$ cat src/rtl/piso_shift_reg_if.sv
// Load/serial bundle of the parallel-in, serial-out shift register.
//
// Handshake rules:
// - A word moves on a rising edge where Load_Valid and Load_Ready are both 1.
//   Upstream holds D and Load_Valid steady until that edge.
// - A serial bit is consumed on a rising edge where Serial_Valid and
//   Shift_En are both 1. Otherwise Serial_Out, Done and Bit_Cnt hold.
// - Load_Ready may depend on Shift_En in the same cycle. This covers the last
//   bit of a word, where the next word can only enter as the last bit leaves.
//   No other output depends combinationally on an input.
interface piso_shift_reg_if #(
    parameter int WIDTH = 4
);
    localparam int CW = $clog2(WIDTH);

    logic [WIDTH-1:0] D;
    logic             Load_Valid;
    logic             Load_Ready;
    logic             Shift_En;
    logic             Serial_Out;
    logic             Serial_Valid;
    logic             Done;
    logic [CW-1:0]    Bit_Cnt;
    logic             State_Dbg;     // 0 = IDLE, 1 = SHIFT

    modport master (
        output D, Load_Valid, Shift_En,
        input  Load_Ready, Serial_Out, Serial_Valid, Done, Bit_Cnt, State_Dbg
    );

    modport slave (
        input  D, Load_Valid, Shift_En,
        output Load_Ready, Serial_Out, Serial_Valid, Done, Bit_Cnt, State_Dbg
    );
endinterface

$ cat src/rtl/piso_shift_reg.sv
// Parallel-in, serial-out shift register with a valid/ready load side.
// It emits one bit per enabled cycle. A word can replace the last bit of the
// previous word on the same edge, so back-to-back words leave no gap.
module piso_shift_reg #(
    parameter int WIDTH     = 4,
    parameter bit LSB_FIRST = 1'b1
) (
    input  logic              Clk,
    input  logic              Rst,
    piso_shift_reg_if.slave   bus
);
    localparam int CW      = $clog2(WIDTH);
    localparam int OUT_IDX = LSB_FIRST ? 0 : WIDTH - 1;
    localparam logic [CW-1:0] LAST_CNT = CW'(WIDTH - 1);

    typedef enum logic {
        IDLE  = 1'b0,
        SHIFT = 1'b1
    } state_e;

    state_e           state_q, state_d;
    logic [WIDTH-1:0] sreg_q,  sreg_d;
    logic [CW-1:0]    cnt_q,   cnt_d;

    logic is_last;
    logic load_ready;

    // The bit now on Serial_Out is the final bit of the current word.
    assign is_last = (state_q == SHIFT) && (cnt_q == LAST_CNT);

    // In IDLE a word is always welcome. During the last bit a word is welcome
    // only if that bit leaves on the same edge.
    always_comb begin
        load_ready = 1'b0;
        if (state_q == IDLE) begin
            load_ready = 1'b1;
        end else if (is_last) begin
            load_ready = bus.Shift_En;
        end
    end

    // Next-state logic: load, shift toward the output end, stall, or retire.
    always_comb begin
        state_d = state_q;
        sreg_d  = sreg_q;
        cnt_d   = cnt_q;
        case (state_q)
            IDLE: begin
                if (bus.Load_Valid) begin
                    state_d = SHIFT;
                    sreg_d  = bus.D;
                    cnt_d   = '0;
                end
            end
            SHIFT: begin
                if (bus.Shift_En) begin
                    if (is_last) begin
                        cnt_d = '0;
                        if (bus.Load_Valid) begin
                            sreg_d = bus.D;
                        end else begin
                            state_d = IDLE;
                            sreg_d  = '0;
                        end
                    end else begin
                        // Zero-fill behind the bit that just left.
                        sreg_d = LSB_FIRST ? (sreg_q >> 1) : (sreg_q << 1);
                        cnt_d  = cnt_q + CW'(1);
                    end
                end
            end
            default: begin
                state_d = IDLE;
                sreg_d  = '0;
                cnt_d   = '0;
            end
        endcase
    end

    // State, data and bit-counter registers. Reset discards any word in flight.
    always_ff @(posedge Clk or posedge Rst) begin
        if (Rst) begin
            state_q <= IDLE;
            sreg_q  <= '0;
            cnt_q   <= '0;
        end else begin
            state_q <= state_d;
            sreg_q  <= sreg_d;
            cnt_q   <= cnt_d;
        end
    end

    assign bus.Load_Ready   = load_ready;
    assign bus.Serial_Valid = (state_q == SHIFT);
    assign bus.Serial_Out   = (state_q == SHIFT) & sreg_q[OUT_IDX];
    assign bus.Done         = is_last;
    assign bus.Bit_Cnt      = cnt_q;
    assign bus.State_Dbg    = (state_q == SHIFT);

endmodule

$ cat src/flat_wrapper.sv
// flat-port wrapper written by rule: the top's interface ports become plain ports
module piso_shift_reg_flat 
#(
    parameter int WIDTH     = 4,
    parameter bit LSB_FIRST = 1'b1
)
  (Clk, Rst, bus_D, bus_Load_Valid, bus_Shift_En, bus_Load_Ready, bus_Serial_Out, bus_Serial_Valid, bus_Done, bus_Bit_Cnt, bus_State_Dbg);
  piso_shift_reg_if #(.WIDTH(WIDTH)) bus_i ();
  input  logic Clk;
  input  logic Rst;
  input wire logic [$bits(bus_i.D)-1:0] bus_D;
  input wire logic [$bits(bus_i.Load_Valid)-1:0] bus_Load_Valid;
  input wire logic [$bits(bus_i.Shift_En)-1:0] bus_Shift_En;
  output wire logic [$bits(bus_i.Load_Ready)-1:0] bus_Load_Ready;
  output wire logic [$bits(bus_i.Serial_Out)-1:0] bus_Serial_Out;
  output wire logic [$bits(bus_i.Serial_Valid)-1:0] bus_Serial_Valid;
  output wire logic [$bits(bus_i.Done)-1:0] bus_Done;
  output wire logic [$bits(bus_i.Bit_Cnt)-1:0] bus_Bit_Cnt;
  output wire logic [$bits(bus_i.State_Dbg)-1:0] bus_State_Dbg;
  assign bus_i.D = bus_D;
  assign bus_i.Load_Valid = bus_Load_Valid;
  assign bus_i.Shift_En = bus_Shift_En;
  assign bus_Load_Ready = bus_i.Load_Ready;
  assign bus_Serial_Out = bus_i.Serial_Out;
  assign bus_Serial_Valid = bus_i.Serial_Valid;
  assign bus_Done = bus_i.Done;
  assign bus_Bit_Cnt = bus_i.Bit_Cnt;
  assign bus_State_Dbg = bus_i.State_Dbg;
  piso_shift_reg #(.WIDTH(WIDTH), .LSB_FIRST(LSB_FIRST)) u_core (.Clk(Clk), .Rst(Rst), .bus(bus_i));
endmodule
$ cat config.mk
export PLATFORM = sky130hd
export DESIGN_NAME = piso_shift_reg_flat
export DESIGN_NICKNAME = d
export VERILOG_FILES = /design/src/rtl/piso_shift_reg_if.sv /design/src/rtl/piso_shift_reg.sv /design/src/flat_wrapper.sv
export SDC_FILE = /design/constraint.sdc
export NUM_CORES = 1
export LEC_CHECK = 0
export CORE_AREA = 5 5 42 44
export DETAILED_ROUTE_END_ITERATION = 7
export DIE_AREA = 0 0 47 49
export PLACE_DENSITY_LB_ADDON = 0.1
export SETUP_SLACK_MARGIN = 0.5
export SLEW_MARGIN = 5
export SYNTH_ARGS = -nofsm -noshare
export SYNTH_HDL_FRONTEND = slang
export SYNTH_SLANG_ARGS = --single-unit
$ cat constraint.sdc
create_clock -name Clk -period 2.25 [get_ports Clk]
set_clock_uncertainty 0.05 [all_clocks]
set_input_delay 0.45 -clock Clk [delete_from_list [all_inputs] [get_ports Clk]]
set_output_delay 0.45 -clock Clk [all_outputs]
set_load 0.005 [all_outputs]
== Yosys cells after proc, flatten, opt, wreduce, memory -nomap -nowiden ==
Cells that the tools add are included.

* Bits in writable memories: 0
* Input bits: 8
* Word-level logic and storage cells: 26
* Output and inout bits: 7
* Bits in latches: 0
* Flip-flop bits (word level): 7
* Memories kept: 0
* Bits in read-only memories: 0

* $mul: 0
* Equal/unequal tests: 3
* Add/subtract/negate cells: 1
* $lt $le $gt $ge: 0
* Shifts and indexed selects: 0
* Reductions and logical operators: 2
* Muxes and demuxes: 15
* Div/mod/pow operators: 0
* Bitwise gates (word level): 2

{| class="wikitable"
|+ Operator list
! kind !! number
|-
| $mux 4 || 4
|-
| $pmux 4 s2 || 1
|-
| $mux 2 || 3
|-
| $mux 1 || 5
|-
| $ne 2x2->1 const B || 2
|-
| $pmux 2 s2 || 1
|-
| $add 2x1->2 const B || 1
|-
| $eq 2x2->1 const B || 1
|-
| $pmux 1 s2 || 1
|-
| $reduce_and 2->1 || 1
|-
| $and 1x1->1 || 1
|-
| $logic_and 1x1->1 || 1
|-
| $not 1->1 || 1
|}

== Depth between registers and ports, before layout ==
* Depth in word-level cells: 5
* Mapped depth: 4
* Mapped depth without buffers: 4

== Worst setup path before layout ==
No wires, ideal clock.

* Kind: reg-to-output
* Start point: register u_core.cnt_q[0], in the netlist u_core.bus.Bit_Cnt[0]
* End point: output port bus_Done
* Path buffers: 0
* Slack: 0.903 ns
* Arrival time: 0.847 ns
* Stages on the path, launching flop included: 3
* Required time: 1.750 ns
* Cells stage by stage: dfrtp_1 ha_1 and2_2

* Cells in the longest elaborated chain, start to end: 2

{| class="wikitable"
|+ RTL lines
! element !! line !! source
|-
| start: declaration || piso_shift_reg.sv:23 || <nowiki>logic [CW-1:0] cnt_q, cnt_d;</nowiki>
|-
| start signal: assignment || piso_shift_reg.sv:89 || <nowiki>cnt_q <= cnt_d;</nowiki>
|-
| $eq 2x2->1 || piso_shift_reg.sv:29 || <nowiki>assign is_last = (state_q == SHIFT) && (cnt_q == LAST_CNT);</nowiki>
|-
| $logic_and 1x1->1 || piso_shift_reg.sv:29 ||
|-
| end: declaration || flat_wrapper.sv:17 || <nowiki>output wire logic [$bits(bus_i.Done)-1:0] bus_Done;</nowiki>
|}

Every way passes these cells.

== Worst setup path after layout ==
* Start point: register u_core.cnt_q[1], in the netlist u_core.bus.Bit_Cnt[1]
* End point: output port bus_Done

Same word-level chain as after synthesis.

==> summary.txt <==
Synthesis
  – Area share of the largest cell type after synthesis: 45.90%
  – Main flop type after synthesis: dfrtp_1
  – Synth area leaders: dfrtp_1 46%, a22oi_1 5.9%, a21bo_4 4.3%
  – Number of synthesized flops with an enable pin: 0
  – Synthesized area: 381.6 µm²
  – Top-count cell post-synth: dfrtp_1
  – Async SR Flop Fraction: 100.0%
  – Commonest cells in the netlist: 7 x dfrtp_1, 4 x nand2_1, 4 x nor2_1
  – Cell taking the most area after synthesis: dfrtp_1
  – Post-synth cell types: 19
  – Post-synthesis register bit count: 7
  – Syn Nets: 47
  – Syn avg cell area: 10.04 µm²
  – Warnings from Yosys: 0
  – Gate Count Post-Synth: 38
  – Register area share after synthesis: 45.90%

CTS
  – CTS tree: built
  – Worst-Skew Late Latency: 0.25 ns
  – Clk root buf: clkbuf_4
  – # H-tree levels: 1
  – Post-CTS Hold Buffers: 0
  – Longest Clk Path Bufs: 2
  – Reg clk slew, reported paths: 0.05 ns
  – Clk sinks: 7
  – CTS Buf Count: 3

Placement
  – Post-DP Area: 530.5 µm²
  – Routability-driven placement congestion ratio: 0.7046
  – IO buf count: 14
  – HPWL after DPL: 647.4 µm

Detailed routing
  – Drt pass-1 iters: 4
  – Routed WL: 906 µm
  – Detailed-route wire length per cell: 11.62 µm
  – Initial DRC Count: 1
  – ANT nets after route: 0
  – Vias/cell: 4.590
  – DRC Markers: 0
  – Vias: 358

Pwr
  – P_leak: 0.3088 nW
  – Max rail drop VDD: 0.3814 mV
  – Clock Power Share: 17.9%
  – PD cells: 1011 mW/mm²
  – P_sw: 0.0001971 W
  – Internal power: 0.0004480 W
  – Sequential Power Share: 31.4%
  – Logic pwr share: 50.8%
  – Switch share: 30.55%

STA
  – Fin. max-slew vios: 0
  – Worst slew pin tran: 0.2813 ns
  – Max_slew headroom: 81.23%
  – Final min period: 1.740 ns
  – Setup TNS Final: 0 ns
  – Fmax: 0.5746 GHz
  – Unrepaired setup endpoints after global routing: yes
  – Final setup viols: 0
  – Final Hold Viols: 0
  – Part of the cycle the worst path needs: 77.35%

Worst setup path
  – CP max-delay cell: dfrtp_1
  – Startpoint Class: flip-flop
  – CP Capture Type: output pin
  – Critical Path AT: 1.24 ns
  – Critical-path cell list: ha_4 > and2_2 > clkdlybuf4s15_1
  – Slowest stage delay, CP: 0.41 ns
  – WP data required: 1.75 ns
  – CP Class: flip-flop to output pin
  – CP Max Fanout: 5

Die
  – I/O pin cnt: 15
  – Die width: 47 µm
  – Height of the chip: 49 µm
  – FP Rows: 14
  – CORE AREA: 0.001401 mm²
  – DIE AREA: 0.002303 mm²
  – Initial Utilization: 27.23%

Layout
  – Ant diodes: 0
  – Final Cell Area: 638.1 µm²
  – Layout overhead on the synthesized area: 67.21%
  – Layout cell share with drive strength beyond 1: 32.26%
  – Nets@finish: 72

Job
  – # Max-Cap Violations: 0

GRT
  – First-pass GRT wire length: 1497 µm
  – Vias in the first global route: 354
  – Largest net degree at the start of global routing: 10
  – Initial antenna violation count: 0
  – GRT Util Overall: 9.413%
  – Remaining global-route overflow: 0

Status
  – Status: completed

Worst hold path
  – Hold crit path type: input pin to asynchronous set/reset pin
## cells by family (layout without fill, tap and decap cells)
| family | count (synthesis) | in the layout | synth area share, % |
|---|---|---|---|
| flip-flops | 7 | 7 | 45.90 |
| multiplexers | 2 | 2 | 6.556 |
| AO/OA/AOI/OAI | 10 | 10 | 19.34 |
| buffers and inverters | 5 | 29 | 7.869 |
| adder cells (fa/ha/maj) | 1 | 1 | 3.278 |
| AND/OR/NAND/NOR | 13 | 13 | 17.05 |
## stage by stage
stage,hold slack [ns],total power (W),worst slack (ns),util [%],cells
after floorplan,0.2034,0.0003562,0.9025,-,38
after global placement,0.4417,0.0004664,0.1823,37.86,67
after detailed placement,0.4601,0.0004719,0.1761,37.86,67
after CTS,0.3741,0.0006397,0.4531,43.75,77
after global routing,0.4181,0.0006986,0.4628,45.54,78
final,0.3779,0.0006451,0.5097,45.54,78
## metal layers
| metal | global-route usage (%) | wire, µm | vias to the layer above |
|---|---|---|---|
| met1 | 11.16 | 358 | 162 |
| met2 | 12.67 | 439 | 14 |
| met4 | 8.295 | 34 | 0 |
| met3 | 3.321 | 74 | 5 |
| li1 | - | - | 177 |
| met5 | 0 | 0 | - |
## path summary, 6_finish.rpt
check                                             startpoint                                 to  slack (ns)  depth (start not counted)
setup / recovery           u_core.bus.Bit_Cnt[1]$_DFFE_PP0P_                           bus_Done        0.51                          3
hold / removal                                           Rst       u_core.sreg_q[0]$_DFFE_PP0P_        0.38                          2
setup reg to reg           u_core.bus.Bit_Cnt[1]$_DFFE_PP0P_       u_core.sreg_q[2]$_DFFE_PP0P_        0.97                          4
hold reg to reg                 u_core.sreg_q[0]$_DFFE_PP0P_       u_core.sreg_q[0]$_DFFE_PP0P_        0.48                          2
max in group asynchronous                                Rst  u_core.bus.Serial_Valid$_DFF_PP0_        1.54                          2
min in group Clk                u_core.sreg_q[0]$_DFFE_PP0P_       u_core.sreg_q[0]$_DFFE_PP0P_        0.48                          2
## sequential cells by signal, indices dropped and copies added (netlist names)
signal	flops
u_core.sreg_q	4
u_core.bus.Serial_Valid	1
u_core.bus.Bit_Cnt	2
## repair_timing
action	in CTS	in global routing
resized for setup	9	7
pin swaps	1	1
buffers inserted	6	1
endpoints found under the setup margin	5	6
cloned	0	0
## worst max-delay path, delay by kind of cell, from the launching register on
family,cells,cell delay [ns]
flops,1,0.41
simple gates,1,0.18
buf+inv,1,0.20
fa+ha+maj,1,0.19
## cell usage in the layout (no fill, tap or decap), drive strengths merged, types with 3 or more instances in the layout
| cell type | count |
|---|---|
| inv | 3 |
| dfrtp | 7 |
| a22oi | 3 |
| clkbuf | 4 |
| a21oi | 3 |
| nand2 | 4 |
| nor2 | 4 |
| clkdlybuf4s50 | 6 |
| buf | 8 |
| dlymetal6s2s | 4 |
## power groups by stage
stage	Clock (W)	Combinational (W)	Sequential (W)
2_1_floorplan	0	0.000157	0.000199
3_3_place_gp	0	0.000262	0.000204
3_5_place_dp	0	0.000263	0.000209
4_1_cts	0.000121	0.000318	0.000201
5_1_grt	0.000129	0.000363	0.000206
6_report	0.000115	0.000327	0.000202
## final cells by class
class	count	area (µm²)
Clock buffer	4	26.28
Fill cell	146	763.2
Multi-Input combinational cell	26	191.4
Sequential cell	7	176.4
Timing Repair Buffer	22	212.7
Inverter	3	11.26
Tap cell	16	20.02
Note: power is estimated with default switching activity, not from simulation.
